[config.mk]
export PLATFORM = sky130hd
export DESIGN_NAME = mem_port_arbiter
export DESIGN_NICKNAME = d
export VERILOG_FILES = /design/src/rtl/mem_port_arbiter_pkg.sv /design/src/rtl/mem_port_arbiter_run_counter.sv /design/src/rtl/mem_port_arbiter.sv
export SDC_FILE = /design/constraint.sdc
export NUM_CORES = 1
export LEC_CHECK = 0
export CORE_AREA = 3 3 102 104
export CTS_BUF_LIST = sky130_fd_sc_hd__clkbuf_16
export CTS_CLUSTER_DIAMETER = 40
export DETAILED_ROUTE_END_ITERATION = 16
export DIE_AREA = 0 0 105 107
export PLACE_DENSITY = 0.79
export SLEW_MARGIN = 20
export SYNTH_ARGS = -nofsm -noshare
export SYNTH_HDL_FRONTEND = slang
export SYNTH_SLANG_ARGS = --single-unit
[constraint.sdc]
create_clock -name clk -period 1.27 [get_ports clk]
set_input_delay 0.127 -clock clk [delete_from_list [all_inputs] [get_ports clk]]
set_output_delay 0.127 -clock clk [all_outputs]
set_load 0.05 [all_outputs]
[src/rtl/mem_port_arbiter_pkg.sv]
// Shared defaults and owner encoding for the fetch/data memory port arbiter.
package mem_port_arbiter_pkg;

    localparam int DEF_ADDR_W       = 32;
    localparam int DEF_DATA_W       = 32;
    localparam int DEF_MAX_DATA_RUN = 3;

    // Which requester owns the read response arriving in the next cycle.
    typedef enum logic [1:0] {
        OWN_NONE = 2'd0,
        OWN_IF   = 2'd1,
        OWN_RD   = 2'd2
    } owner_e;

endpackage

[src/rtl/mem_port_arbiter_run_counter.sv]
// Fairness counter: counts consecutive data grants while fetch is waiting.
module mem_arb_run_counter
    import mem_port_arbiter_pkg::*;
#(
    parameter int MAX_DATA_RUN = DEF_MAX_DATA_RUN
) (
    input  logic clk,
    input  logic reset,
    input  logic d_gnt,
    input  logic if_gnt,
    input  logic if_req,
    output logic starve
);

    localparam int CNT_W = (MAX_DATA_RUN < 1) ? 1 : $clog2(MAX_DATA_RUN + 1);
    localparam logic [CNT_W-1:0] MAX_CNT = CNT_W'(MAX_DATA_RUN);

    logic [CNT_W-1:0] run_cnt_q;
    logic [CNT_W-1:0] run_cnt_d;

    always_comb begin
        run_cnt_d = run_cnt_q;
        if (if_gnt || !if_req) begin
            run_cnt_d = '0;
        end else if (d_gnt && (run_cnt_q != MAX_CNT)) begin
            run_cnt_d = run_cnt_q + CNT_W'(1);
        end
    end

    always_ff @(posedge clk) begin
        if (reset) begin
            run_cnt_q <= '0;
        end else begin
            run_cnt_q <= run_cnt_d;
        end
    end

    assign starve = (run_cnt_q == MAX_CNT);

endmodule

[src/rtl/mem_port_arbiter.sv]
// Single-port memory arbiter between instruction fetch and load/store, with
// combinational grants, one-cycle read latency and a fetch starvation guard.
module mem_port_arbiter
    import mem_port_arbiter_pkg::*;
#(
    parameter int ADDR_W       = DEF_ADDR_W,
    parameter int DATA_W       = DEF_DATA_W,
    parameter int MAX_DATA_RUN = DEF_MAX_DATA_RUN
) (
    input  logic              clk,
    input  logic              reset,
    input  logic              if_req,
    input  logic [ADDR_W-1:0] if_addr,
    output logic              if_gnt,
    output logic              if_rvalid,
    output logic [DATA_W-1:0] if_rdata,
    input  logic              d_req,
    input  logic              d_we,
    input  logic [ADDR_W-1:0] d_addr,
    input  logic [DATA_W-1:0] d_wdata,
    output logic              d_gnt,
    output logic              d_rvalid,
    output logic [DATA_W-1:0] d_rdata,
    output logic              mem_en,
    output logic              mem_we,
    output logic [ADDR_W-1:0] mem_addr,
    output logic [DATA_W-1:0] mem_wdata,
    input  logic [DATA_W-1:0] mem_rdata
);

    owner_e owner_q;
    owner_e owner_d;
    logic   starve;

    mem_arb_run_counter #(
        .MAX_DATA_RUN(MAX_DATA_RUN)
    ) u_run_counter (
        .clk   (clk),
        .reset (reset),
        .d_gnt (d_gnt),
        .if_gnt(if_gnt),
        .if_req(if_req),
        .starve(starve)
    );

    // Data wins by default; fetch takes the port once data has had its run.
    always_comb begin
        if_gnt = 1'b0;
        d_gnt  = 1'b0;
        if (!reset) begin
            if (d_req && !(starve && if_req)) begin
                d_gnt = 1'b1;
            end else if (if_req) begin
                if_gnt = 1'b1;
            end
        end
    end

    always_comb begin
        mem_en    = 1'b0;
        mem_we    = 1'b0;
        mem_addr  = '0;
        mem_wdata = '0;
        owner_d   = OWN_NONE;
        if (if_gnt) begin
            mem_en   = 1'b1;
            mem_addr = if_addr;
            owner_d  = OWN_IF;
        end else if (d_gnt) begin
            mem_en    = 1'b1;
            mem_we    = d_we;
            mem_addr  = d_addr;
            mem_wdata = d_we ? d_wdata : '0;
            owner_d   = d_we ? OWN_NONE : OWN_RD;
        end
    end

    always_ff @(posedge clk) begin
        if (reset) begin
            owner_q <= OWN_NONE;
        end else begin
            owner_q <= owner_d;
        end
    end

    // A response still in flight when reset arrives is discarded.
    always_comb begin
        if_rvalid = !reset && (owner_q == OWN_IF);
        d_rvalid  = !reset && (owner_q == OWN_RD);
        if_rdata  = if_rvalid ? mem_rdata : '0;
        d_rdata   = d_rvalid ? mem_rdata : '0;
    end

endmodule

# Word-level counts from Yosys, hierarchy flattened
# Index checks and enable logic that the tools add are counted.
# op_classes
n_addsub	1
n_eq_ne	4
mux	19
bitwise_logic	1
reduce_logical	11
# op_table
cell	n
32-bit 2-to-1 mux	7
1-bit 2-to-1 mux	11
1-bit logical AND	5
2-bit equality test, second input constant	2
1-bit logical NOT	3
3-bit OR reduction	1
2-bit by 1-bit adder with 2-bit output, second input constant	1
2-bit by 1-bit equality test with 1-bit output, second input constant	1
2-bit 2-to-1 mux	1
2-bit != test, second input constant	1
2-bit OR reduction	1
1-bit logical OR	1
1-bit NOT	1
# word_totals
regBits	4
inputBits	133
output_inout_bits	134
word_cells	39

# Longest topological paths before layout
# Gate-level depths: netlist of the first run.
# depth
word_depth	8
ltp_mapped	5
ltp_nobuf	3

# Modules after synthesis
# Synthesis of the first run repeated with hierarchy kept, for this count alone.
# unflattened
cells_unflattened	279
area_unflattened_um2	1955.6
# by_module_without_submodules
module	instances	cells_per_inst	area_each_um2	seq_area_each_um2
mem_port_arbiter	1	270	1861.8	40.0
mem_arb_run_counter	1	9	93.8	40.0

# Worst setup path after synthesis of the first run
# Ideal clock, no wire load.
# synth_path
kind	reg2out
start	register u_run_counter.run_cnt_q[0]
end	output mem_addr[0]
arrival_time_ns	2.004
required_ns	1.143
slack_ns	-0.861
path_stages_with_launch	5
n_path_buf	1
cell_sequence	dfxtp_1 ha_1 nor2b_1 buf_2 o32ai_1
# synth_via
elab_chain_len	8
elab_cells_between_ends	10
classes_between	eq/ne (1); mux (6); reduce/logical (3)
# synth_rtl
element	line_no	text
start: declaration	mem_port_arbiter_run_counter.sv:18	logic [CNT_W-1:0] run_cnt_q;
start signal: assignment	mem_port_arbiter_run_counter.sv:34	run_cnt_q <= run_cnt_d;
2-bit equality test *	mem_port_arbiter_run_counter.sv:38	assign starve = (run_cnt_q == MAX_CNT);
1-bit logical AND *	mem_port_arbiter.sv:51	if (d_req && !(starve && if_req)) begin
1-bit logical NOT *	mem_port_arbiter.sv:51	
1-bit logical AND *	mem_port_arbiter.sv:51	
1-bit 2-to-1 mux	mem_port_arbiter.sv:51	
1-bit 2-to-1 mux	mem_port_arbiter.sv:50	if (!reset) begin
32-bit 2-to-1 mux	mem_port_arbiter.sv:69	end else if (d_gnt) begin
32-bit 2-to-1 mux *	mem_port_arbiter.sv:65	if (if_gnt) begin
end: declaration	mem_port_arbiter.sv:26	output logic [ADDR_W-1:0] mem_addr,
# Every way passes the cells marked *; elsewhere a longest branch is shown, timed or not.

# Worst setup path in the final report of the first run
# layout_path
start	register u_run_counter.run_cnt_q[0]
end	output mem_wdata[31]
# layout_via
elab_chain_len	8
elab_cells_between_ends	10
classes_between	eq/ne (1); mux (6); reduce/logical (3)
# layout_rtl
element	line_no	text
2-bit equality test *	mem_port_arbiter_run_counter.sv:38	
1-bit logical AND *	mem_port_arbiter.sv:51	
1-bit logical NOT *	mem_port_arbiter.sv:51	
1-bit logical AND *	mem_port_arbiter.sv:51	
1-bit 2-to-1 mux	mem_port_arbiter.sv:51	
1-bit 2-to-1 mux	mem_port_arbiter.sv:50	
32-bit 2-to-1 mux	mem_port_arbiter.sv:69	
32-bit 2-to-1 mux *	mem_port_arbiter.sv:65	
end: declaration	mem_port_arbiter.sv:27	output logic [DATA_W-1:0] mem_wdata,
# Marked as above.

==> results.cfg, run 1 <==
[outcome]
status = complete, but fails checks
violations = negative setup slack

[logic_synthesis]
yosys.cell_types.count = 24
yosysTopAreaCell = o32ai_2
yosys_warnings = 0
yosysMostFrequentCell = and2_1
synth_nets = 410
async_flop_share = 0
synth_flop_cell = dfxtp_1
synth_seq_cells = 4
syn_inst = 276
syn_area_um2 = 2218
yosys-top-cells-area = o32ai_2 (21%), and2_1 (18%), nand2b_1 (17%)
synth.avg_cell_area_um2 = 8.038
synth_edf_count = 0
synth-seq-area-share = 0.03610
yosysTopAreaCellShare = 0.2126
synth_common_cells = and2_1 (64), nand2b_1 (59), inv_1 (32)

[run]
cap_violations = 0

[layout]
layout.cells.non_filler = 698
multi_input_area_um2 = 2618
fillers = 564
syn_to_final_growth_pct = 238.7
nets = 701
regArea_um2 = 85.08
diodes = 0
drive_above_1_share = 0.6053

[sta]
setup_viol = 134
fin_crit_ps = 1682
hold_viol_final = 0
finalCritPeriodShare = 1.325
slew_headroom = 0.7958
fmax_ghz = 0.5945
worst_slack_ps = -412.1
fin_skew_ps = 0.09689
worst-slew-pin-transition_ps = 306.3
slew_viol_final = 0
rsz0062_at_grt = true

[worst_setup_path]
setup.worst_path.class = register to output pin
rr_startpoint = u_run_counter.run_cnt_q[0]
critPathBufInv = 2
r2r-end = u_run_counter.run_cnt_q[1]
rr_worst_depth = 6
max_stage_delay_ps = 320
endpoint = mem_wdata[31]
required_ps = 1140
startpoint = u_run_counter.run_cnt_q[0]
critPathMaxFanout = 16
slowest_stage = dfxtp_2
critPathArrivalTime_ps = 1560
start_kind = register
rrSetupSlack_ps = -70
crit_family = buffers and inverters
crit_chain = ha_4, a21o_4, buf_12, nor3_4, buf_6
crit_cells = 5
cp-end-kind = output pin

[global_route]
grt_util_all_layers = 0.2269
overflow = 0
antenna_found_initial = 2
grt_max_degree = 31
grt_pass1_wl_um = 20130
grt_pass1_vias = 3550

[placement]
gp_congestion = 0.8085
dp.final_hpwl_um = 10410
numPortBuffers = 266
dp.cells = 674
pre_cts_ws_ps = -492.5

[cts]
cts_buffer_depth = 2
htree_levels = 1
numClockSinks = 4
cts_hold_buf = 0
clockRootBuffer = clkbuf_16
cts_buffers = 3
cts_tree = done
clk_latency_ps = 220
cts.clk_slew.worst_paths_ps = 30

[drt]
vias = 3184
drtAntennaViolNets = 0
firstDrtPassIters = 4
avgViaCountPerCell = 4.562
wl_um = 13220
drc = 0
wire_per_inst_um = 18.93
drtIter0Drc = 79

[floorplan]
die_area_um2 = 11240
ios = 267
placementRows = 36
core_area_um2 = 9639
die_x_um = 105
start_util = 0.2301
dieHeight_um = 107

[pwr]
peakVddDrop_mv = 0.4678
powerDensity_nw_per_um2 = 400.3
p_leak_nw = 2.970

[hold_path]
worstHoldPathType = primary input to register
==> how the worst min path moves through the flow <==
stage                          startpoint                         end  slack [ps]  cells past startpoint
6_report                            reset  u_run_counter.run_cnt_q[1]         420                      2
3_3_place_gp   u_run_counter.run_cnt_q[0]  u_run_counter.run_cnt_q[0]         510                      2
2_1_floorplan                        d_we                  owner_q[1]         200                      1
5_1_grt                             reset  u_run_counter.run_cnt_q[1]         460                      2
3_5_place_dp   u_run_counter.run_cnt_q[0]  u_run_counter.run_cnt_q[0]         520                      2
4_1_cts                             reset  u_run_counter.run_cnt_q[1]         430                      2
==> layer usage <==
layer	wire, um	vias up	track usage
met3	1022	24	0.05900
met5	27	-	0
met4	348	4	0.05904
li1	-	1498	-
met1	4262	1473	0.2315
met2	7554	185	0.4528
==> where the power goes <==
group	internal, W	total [W]	switching (W)
clock network	0.000402	0.000484	0.0000823
logic	0.00123	0.00239	0.00116
registers	0.000132	0.000136	0.00000419
==> timing repair <==
action                     4_1_cts  5_1_grt
pin swaps                       18       22
gates resized for setup        105       12
buffers inserted                14        4
setup endpoints to repair      135      135
cloned                           8        2
==> through the flow <==
| stage | area [um2] | power [W] | hold slack (ps) | TNS, ps | util |
|---|---|---|---|---|---|
| 5_1_grt | 7515 | 0.003130 | 455.2 | -43960 | 0.7796 |
| 6_report | 7515 | 0.003008 | 417.2 | -37750 | 0.7796 |
| 3_3_place_gp | 6878 | 0.002347 | 505.1 | -30010 | 0.7135 |
| 2_1_floorplan | 3044 | 0.001326 | 197.9 | -13760 | - |
| 3_5_place_dp | 6878 | 0.002391 | 519.3 | -30360 | 0.7135 |
| 4_1_cts | 7540 | 0.003019 | 427.2 | -39920 | 0.7822 |
==> worst register-to-register path, cell delays in order (launching register included) <==
cell     delay [ps]
dfxtp_2         320
ha_4            180
nor2b_4         200
buf_12          140
buf_16          150
buf_6           110
and4b_1         170
==> logic make-up (layout without fill, tap and decap cells) <==
family	Yosys count	count (layout)	share of synthesized area
buffers and inverters	63	352	0.1619
flip-flops	4	4	0.03610
adder cells (fa/ha/maj)	1	1	0.005639
AO/OA/AOI/OAI	35	35	0.2346
AND/OR/NAND/NOR	173	173	0.5618
==> final cells by class <==
cell class | count | share of cell area
Tap cell | 133 | 0.02214
Timing Repair Buffer | 316 | 0.5916
Inverter | 33 | 0.01665
Clock buffer | 3 | 0.009990
Sequential cell | 4 | 0.01132
Multi-Input combinational cell | 209 | 0.3483
==> sequential cells by signal, summed over array words and instances, names as in the netlist <==
signal	cells
u_run_counter.run_cnt_q	2
owner_q	2
==> layout by cell type, fill, tap and decap left out <==
cell type          n
nor4_2             1
and2_4            64
buf_8              6
buf_6             43
clkdlybuf4s15_2    1
a21bo_4            1
nor2_4             3
and4b_1            1
a21o_4             1
ha_4               1
clkinv_2           1
nor2_2             1
a21oi_2            1
nor3_2             1
nand2_1            1
nor2b_4            1
clkdlybuf4s50_1  129
clkbuf_16          5
nand2_4            1
nor3b_4            2
nor3_4            32
nand2b_4           6
buf_12           114
buf_4             15
buf_2              1
dfxtp_2            4
nand2b_1          59
dlygate4sd2_1      1
buf_16             4
inv_1             32
o32ai_4           32
Power figures use the tool's default switching activity.
==> run 2, diff against run 1 <==
--- a/config.mk
+++ b/config.mk
@@ -5,12 +5,13 @@
 export SDC_FILE = /design/constraint.sdc
 export NUM_CORES = 1
 export LEC_CHECK = 0
-export CORE_AREA = 3 3 102 104
+export ABC_AREA = 1
+export CORE_AREA = 3 3 101 103
 export CTS_BUF_LIST = sky130_fd_sc_hd__clkbuf_16
 export CTS_CLUSTER_DIAMETER = 40
 export DETAILED_ROUTE_END_ITERATION = 16
-export DIE_AREA = 0 0 105 107
-export PLACE_DENSITY = 0.79
+export DIE_AREA = 0 0 104 106
+export PLACE_DENSITY = 0.72
 export SLEW_MARGIN = 20
 export SYNTH_ARGS = -nofsm -noshare
 export SYNTH_HDL_FRONTEND = slang
==> constraint.sdc (replaced) <==
create_clock -name clk -period 1.27 [get_ports clk]
set_input_delay 0.127 -clock clk [delete_from_list [all_inputs] [get_ports clk]]
set_output_delay 0.127 -clock clk [all_outputs]
set_load 0.005 [all_outputs]
==> results.cfg, run 2 <==
[global_route]
overflow = 0
grt_pass1_wl_um = 17390
grt_use_met3 = 0.04372
grt_pass1_vias = 3237
antenna_found_initial = 2
gr-usage-met2 = 0.3844
grt_util_all_layers = 0.1944
grt-busiest-layer = met2
met1_usage = 0.2033
grt_max_degree = 32

[pwr]
powerDensity_nw_per_um2 = 367.5
peakVddDrop_mv = 0.3403
p_leak_nw = 2.564

[cts]
numClockSinks = 4
clockRootBuffer = clkbuf_16
cts_buffers = 3
cts_hold_buf = 0
cts_tree = done
cts.clk_slew.worst_paths_ps = 30
cts_buffer_depth = 2
htree_levels = 1
clk_latency_ps = 220

[worst_setup_path]
cp-end-kind = output pin
required_ps = 1140
setup.worst_path.class = register to output pin
critPathMaxFanout = 17
max_stage_delay_ps = 330
slowest_stage = dfxtp_2
rr_worst_depth = 8
start_kind = register
crit_chain = ha_4, nand2_4, buf_6, nand3_4, buf_12, buf_16, nor2_2, buf_2
rrSetupSlack_ps = -180
rr_startpoint = u_run_counter.run_cnt_q[0]
r2r-end = u_run_counter.run_cnt_q[1]
critPathArrivalTime_ps = 1530

[sta]
hold_viol_final = 0
fmax_ghz = 0.6042
worst-slew-pin-transition_ps = 317.6
fin_crit_ps = 1655
setup_tns_ps = -31930
slew_viol_final = 0
setup_viol = 132
finalCritPeriodShare = 1.303
slew_headroom = 0.7883
worst_slack_ps = -385.2
fin_skew_ps = 1.719
rsz0062_at_grt = true
hold_ws_ps = 504.9

[layout]
syn_to_final_growth_pct = 236.7
final_cell_mix = clkdlybuf4s50_1 (130), buf_2 (115), nand2_1 (64), nor2_2 (40), inv_1 (35)
final_common_cell = clkdlybuf4s50_1
fillers = 871
reg_top3 = owner_q (2), u_run_counter.run_cnt_q (2)
nets = 751
drive_above_1_share = 0.4699

[logic_synthesis]
yosysMostFrequentCell = nor2_1
async_flop_share = 0
synth_common_cells = nor2_1 (102), nand2_1 (65), inv_1 (36)
yosys-top-cells-area = nor2_1 (26%), nand2_1 (16%), nand4_1 (13%)
synth_edf_count = 0
synth_flop_cell = dfxtp_1
syn_inst = 314
synth_seq_cells = 4
synth.avg_cell_area_um2 = 4.742
syn_area_um2 = 1489
synth_nets = 448
yosysTopAreaCellShare = 0.2571
yosys_warnings = 0
synth-seq-area-share = 0.05378
yosysTopAreaCell = nor2_1
yosys.cell_types.count = 20

[outcome]
status = complete, but fails checks
violations = negative setup slack

[hold_path]
hold_start = if_req
whs_path_depth = 4
worstHoldPathType = primary input to register
worstHoldEndpoint = u_run_counter.run_cnt_q[1]

[floorplan]
start_util = 0.1604
core_area_um2 = 9284
die_area_um2 = 11020
die_x_um = 104
placementRows = 35
ios = 267
dieHeight_um = 106

[placement]
gp_congestion = 0.8276
dp.final_hpwl_um = 8463
numPortBuffers = 266

[drt]
wl_um = 12260
drtAntennaViolNets = 0
drtIter0Drc = 156
avgViaCountPerCell = 4.502
firstDrtPassIters = 4
wire_per_inst_um = 16.41
drc = 0
vias = 3363

[run]
cap_violations = 0
## run 2: changes by cell type in the layout (fill, tap and decap cells not counted), sizes merged, moves of 3 or more
| cell | before | now |
|---|---|---|
| and2 | 64 | 0 |
| buf | 183 | 177 |
| clkdlybuf4s15 | 1 | 11 |
| diode | 0 | 3 |
| inv | 32 | 40 |
| nand2 | 2 | 67 |
| nand2b | 65 | 0 |
| nand3 | 0 | 35 |
| nand4 | 0 | 32 |
| nor2 | 4 | 103 |
| nor3 | 33 | 2 |
| o32ai | 32 | 0 |
## run 2: critical path, delay by kind of cell, from the launching register on
| family | cells | cell delay [ps] |
|---|---|---|
| and+or+nand+nor | 3 | 270 |
| buffers and inverters | 4 | 530 |
| DFF | 1 | 330 |
| adders and majority gates | 1 | 170 |
## run 2: worst max-delay path by stage
| stage | start | endpoint | slack [ps] | cells past startpoint |
|---|---|---|---|---|
| 4_1_cts | u_run_counter.run_cnt_q[0] | mem_wdata[4] | -360 | 8 |
| 3_5_place_dp | reset | if_rdata[22] | -730 | 5 |
| 2_1_floorplan | u_run_counter.run_cnt_q[0] | mem_wdata[16] | 60 | 5 |
| 5_1_grt | u_run_counter.run_cnt_q[0] | mem_wdata[9] | -450 | 8 |
| 6_report | u_run_counter.run_cnt_q[0] | mem_wdata[4] | -390 | 8 |
| 3_3_place_gp | reset | if_rdata[29] | -620 | 5 |
## run 2: through the flow
stage	setup WS [ps]	power [W]	std cells	cell area, um2	util
final	-385.2	0.001843	747	5014	0.5400
after global placement	-623.6	0.001177	703	4403	0.4743
after detailed placement	-730.1	0.001195	703	4403	0.4743
after CTS	-364.3	0.001752	737	4592	0.4946
after floorplan	57.03	0.0004271	314	1489	-
after global routing	-454.7	0.001943	747	5014	0.5400
## run 2: layout make-up
cell class / count / area, um2 / area share
clock buffer: 3 / 75.07 / 0.01497
antenna: 3 / 7.507 / 0.001497
sequential: 4 / 87.58 / 0.01747
tap: 129 / 161.4 / 0.03219
inverter: 39 / 160.2 / 0.03194
timing repair inverter: 2 / 22.52 / 0.004492
timing repair buffer: 325 / 2958 / 0.5900
multi-input combinational: 242 / 1541 / 0.3075
## run 2: logic make-up (layout without fill, tap and decap cells)
logic type / count (synthesis) / after routing / share of synthesized area
fa+ha+maj: 1 / 1 / 0.008402
xor+xnor: 1 / 1 / 0.005883
other cells: 0 / 3 / 0
compound gates: 1 / 1 / 0.003358
buf+inv: 68 / 369 / 0.2210
flops: 4 / 4 / 0.05378
simple gates: 239 / 239 / 0.7076
## run 2: layer usage
layer | wire [um] | part of all wire
met4 | 295 | 0.024
met2 | 6816 | 0.56
met3 | 814 | 0.066
met1 | 4335 | 0.35
met5 | 0 | 0
## run 2: timing repair
item                                    4_1_cts  5_1_grt
pin swaps                                    12        2
buffers inserted                             23        5
gates cloned                                  9        3
endpoints found under the hold margin         0        0
resized for setup                           567      122
endpoints found under the setup margin      134      135
## run 2: power by group
part | switching [W] | internal, W | leakage, nW | total, W
Sequential | 0.00000437 | 0.000130 | 0.0347 | 0.000135
Clock | 0.0000788 | 0.000401 | 0.0370 | 0.000480
Combinational | 0.000495 | 0.000732 | 2.49 | 0.00123
Total | 0.000579 | 0.00126 | 2.56 | 0.00184
==> run 3, diff against run 2 <==
--- a/config.mk
+++ b/config.mk
@@ -11,6 +11,7 @@
 export CTS_CLUSTER_DIAMETER = 40
 export DETAILED_ROUTE_END_ITERATION = 16
 export DIE_AREA = 0 0 104 106
+export GPL_TIMING_DRIVEN = 0
 export PLACE_DENSITY = 0.72
 export SLEW_MARGIN = 20
 export SYNTH_ARGS = -nofsm -noshare
==> results.cfg, run 3 (synthesis results as in run 2) <==
[global_route]
met1_usage = 0.2126
grt_max_degree = 11
overflow = 0
grt_pass1_wl_um = 18750
grt_util_all_layers = 0.2084
grt-busiest-layer = met2
gr-usage-met2 = 0.4239
antenna_found_initial = 1
grt_use_met3 = 0.04614
grt_pass1_vias = 3498

[pwr]
pwr-share-clk = 0.269
p_leak_nw = 2.562
peakVddDrop_mv = 0.4354
p_switching_w = 0.0006279
intPower_w = 0.001229
power_w = 0.001857
pwr-share-comb = 0.658
powerDensity_nw_per_um2 = 361.3
p_sw_frac = 0.3382
p_seq_frac = 0.073

[layout]
nets = 770
layout.cells.non_filler = 764
drive_above_1_share = 0.5189
reg_top3 = owner_q (2), u_run_counter.run_cnt_q (2)
regArea_um2 = 87.58
final_cell_mix = clkdlybuf4s50_1 (128), buf_2 (120), nand2_1 (65), buf_6 (64), nor2_4 (57)
fillers = 864
final_common_cell = clkdlybuf4s50_1
design_area_um2 = 5140
syn_to_final_growth_pct = 245.2
multi_input_area_um2 = 1734
final_util = 0.5536

[worst_setup_path]
rrSetupSlack_ps = 90
critPathArrivalTime_ps = 1490
rr_startpoint = u_run_counter.run_cnt_q[0]
cp-end-kind = output pin
startpoint = u_run_counter.run_cnt_q[0]
critPathMaxFanout = 5
endpoint = mem_wdata[4]
rr_worst_depth = 6
required_ps = 1140
r2r-end = owner_q[1]
start_kind = register
setup.worst_path.class = register to output pin

[sta]
slew_viol_final = 0
hold_ws_ps = 331.6
worst_slack_ps = -342.1
fin_skew_ps = 0.2268
setup_viol = 126
finalCritPeriodShare = 1.269
fmax_ghz = 0.6203
fin_crit_ps = 1612
worst-slew-pin-transition_ps = 471.0
rsz0062_at_grt = true
slew_headroom = 0.6860
hold_viol_final = 0

[run]
cap_violations = 0

[drt]
avgViaCountPerCell = 4.454
firstDrtPassIters = 4
drc = 0
vias = 3403
drtIter0Drc = 136
wl_um = 12460
drtAntennaViolNets = 0
wire_per_inst_um = 16.31

[cts]
clk_latency_ps = 230
clockRootBuffer = clkbuf_16
htree_levels = 1
cts_buffers = 3
numClockSinks = 4
cts_tree = done
cts.clk_slew.worst_paths_ps = 30
cts_buffer_depth = 2
cts_hold_buf = 0

[outcome]
status = complete, but fails checks
violations = negative setup slack

[placement]
gp_congestion = 0.8173
place_area_um2 = 4293
dp.cells = 707
numPortBuffers = 264
dp.final_hpwl_um = 8841

[floorplan]
core_area_um2 = 9284
die_area_um2 = 11020
ios = 267
placementRows = 35
dieHeight_um = 106
start_util = 0.1604
die_x_um = 104

[hold_path]
worstHoldPathType = primary input to register
## run 3: cell types whose count changed in the layout (fill, tap and decap cells not counted), moves of 6 or more
| cell | change |
|---|---|
| buf_12 | -10 |
| buf_16 | -6 |
| buf_6 | +41 |
| clkdlybuf4s15_1 | -11 |
| nor2_1 | -6 |
| nor2_2 | -17 |
| nor2_4 | +23 |
## run 3: worst min path at each step
stage / start / endpoint / slack [ps] / cells after the start
2_1_floorplan: reset / owner_q[0] / 200 / 1
3_3_place_gp: u_run_counter.run_cnt_q[0] / u_run_counter.run_cnt_q[0] / 520 / 2
3_5_place_dp: d_req / u_run_counter.run_cnt_q[1] / 570 / 3
4_1_cts: reset / owner_q[0] / 310 / 2
5_1_grt: reset / owner_q[0] / 350 / 2
6_report: reset / owner_q[0] / 330 / 2
## run 3: critical path, stage by stage, from the launching register on
cell     delay (ps)
dfxtp_4         340
ha_4            190
nand2_8          90
nand3_4         130
buf_6           170
buf_6           120
nor2_1           70
buf_2           120
## run 3: layout make-up
cell class	instances	area share
Antenna cell	1	0.0004869
Buffer	23	0.03651
Clock buffer	3	0.01461
Inverter	39	0.02945
Multi-Input combinational cell	244	0.3374
Sequential cell	4	0.01704
Tap cell	129	0.03140
Timing Repair Buffer	321	0.5331
## run 3: per-layer routing
| metal | share of wire | vias to the layer above |
|---|---|---|
| li1 | - | 1628 |
| met1 | 0.34 | 1561 |
| met2 | 0.56 | 184 |
| met3 | 0.070 | 30 |
| met4 | 0.025 | 0 |
| met5 | 0 | - |
## run 3: power groups by stage
stage,Combinational [W],Sequential [W],Clock (W)
3_3_place_gp,0.00100,0.000135,0
6_report,0.00122,0.000135,0.000499
2_1_floorplan,0.000293,0.000135,0
5_1_grt,0.00131,0.000136,0.000509
4_1_cts,0.00113,0.000136,0.000498
3_5_place_dp,0.00102,0.000135,0
## run 3: repair_timing
action                                  4_1_cts  5_1_grt
gates resized for setup                     687      134
endpoints found under the setup margin      134      135
cloned                                       14        0
pin swaps                                    38       34
setup buffers                                52        2
## run 3: stage by stage
stage | setup slack [ps] | TNS, ps
after floorplan | 57.03 | 0
after global placement | -776.7 | -90190
after detailed placement | -782.7 | -91650
after CTS | -359.0 | -29050
after global routing | -415.9 | -35050
final | -342.1 | -27020
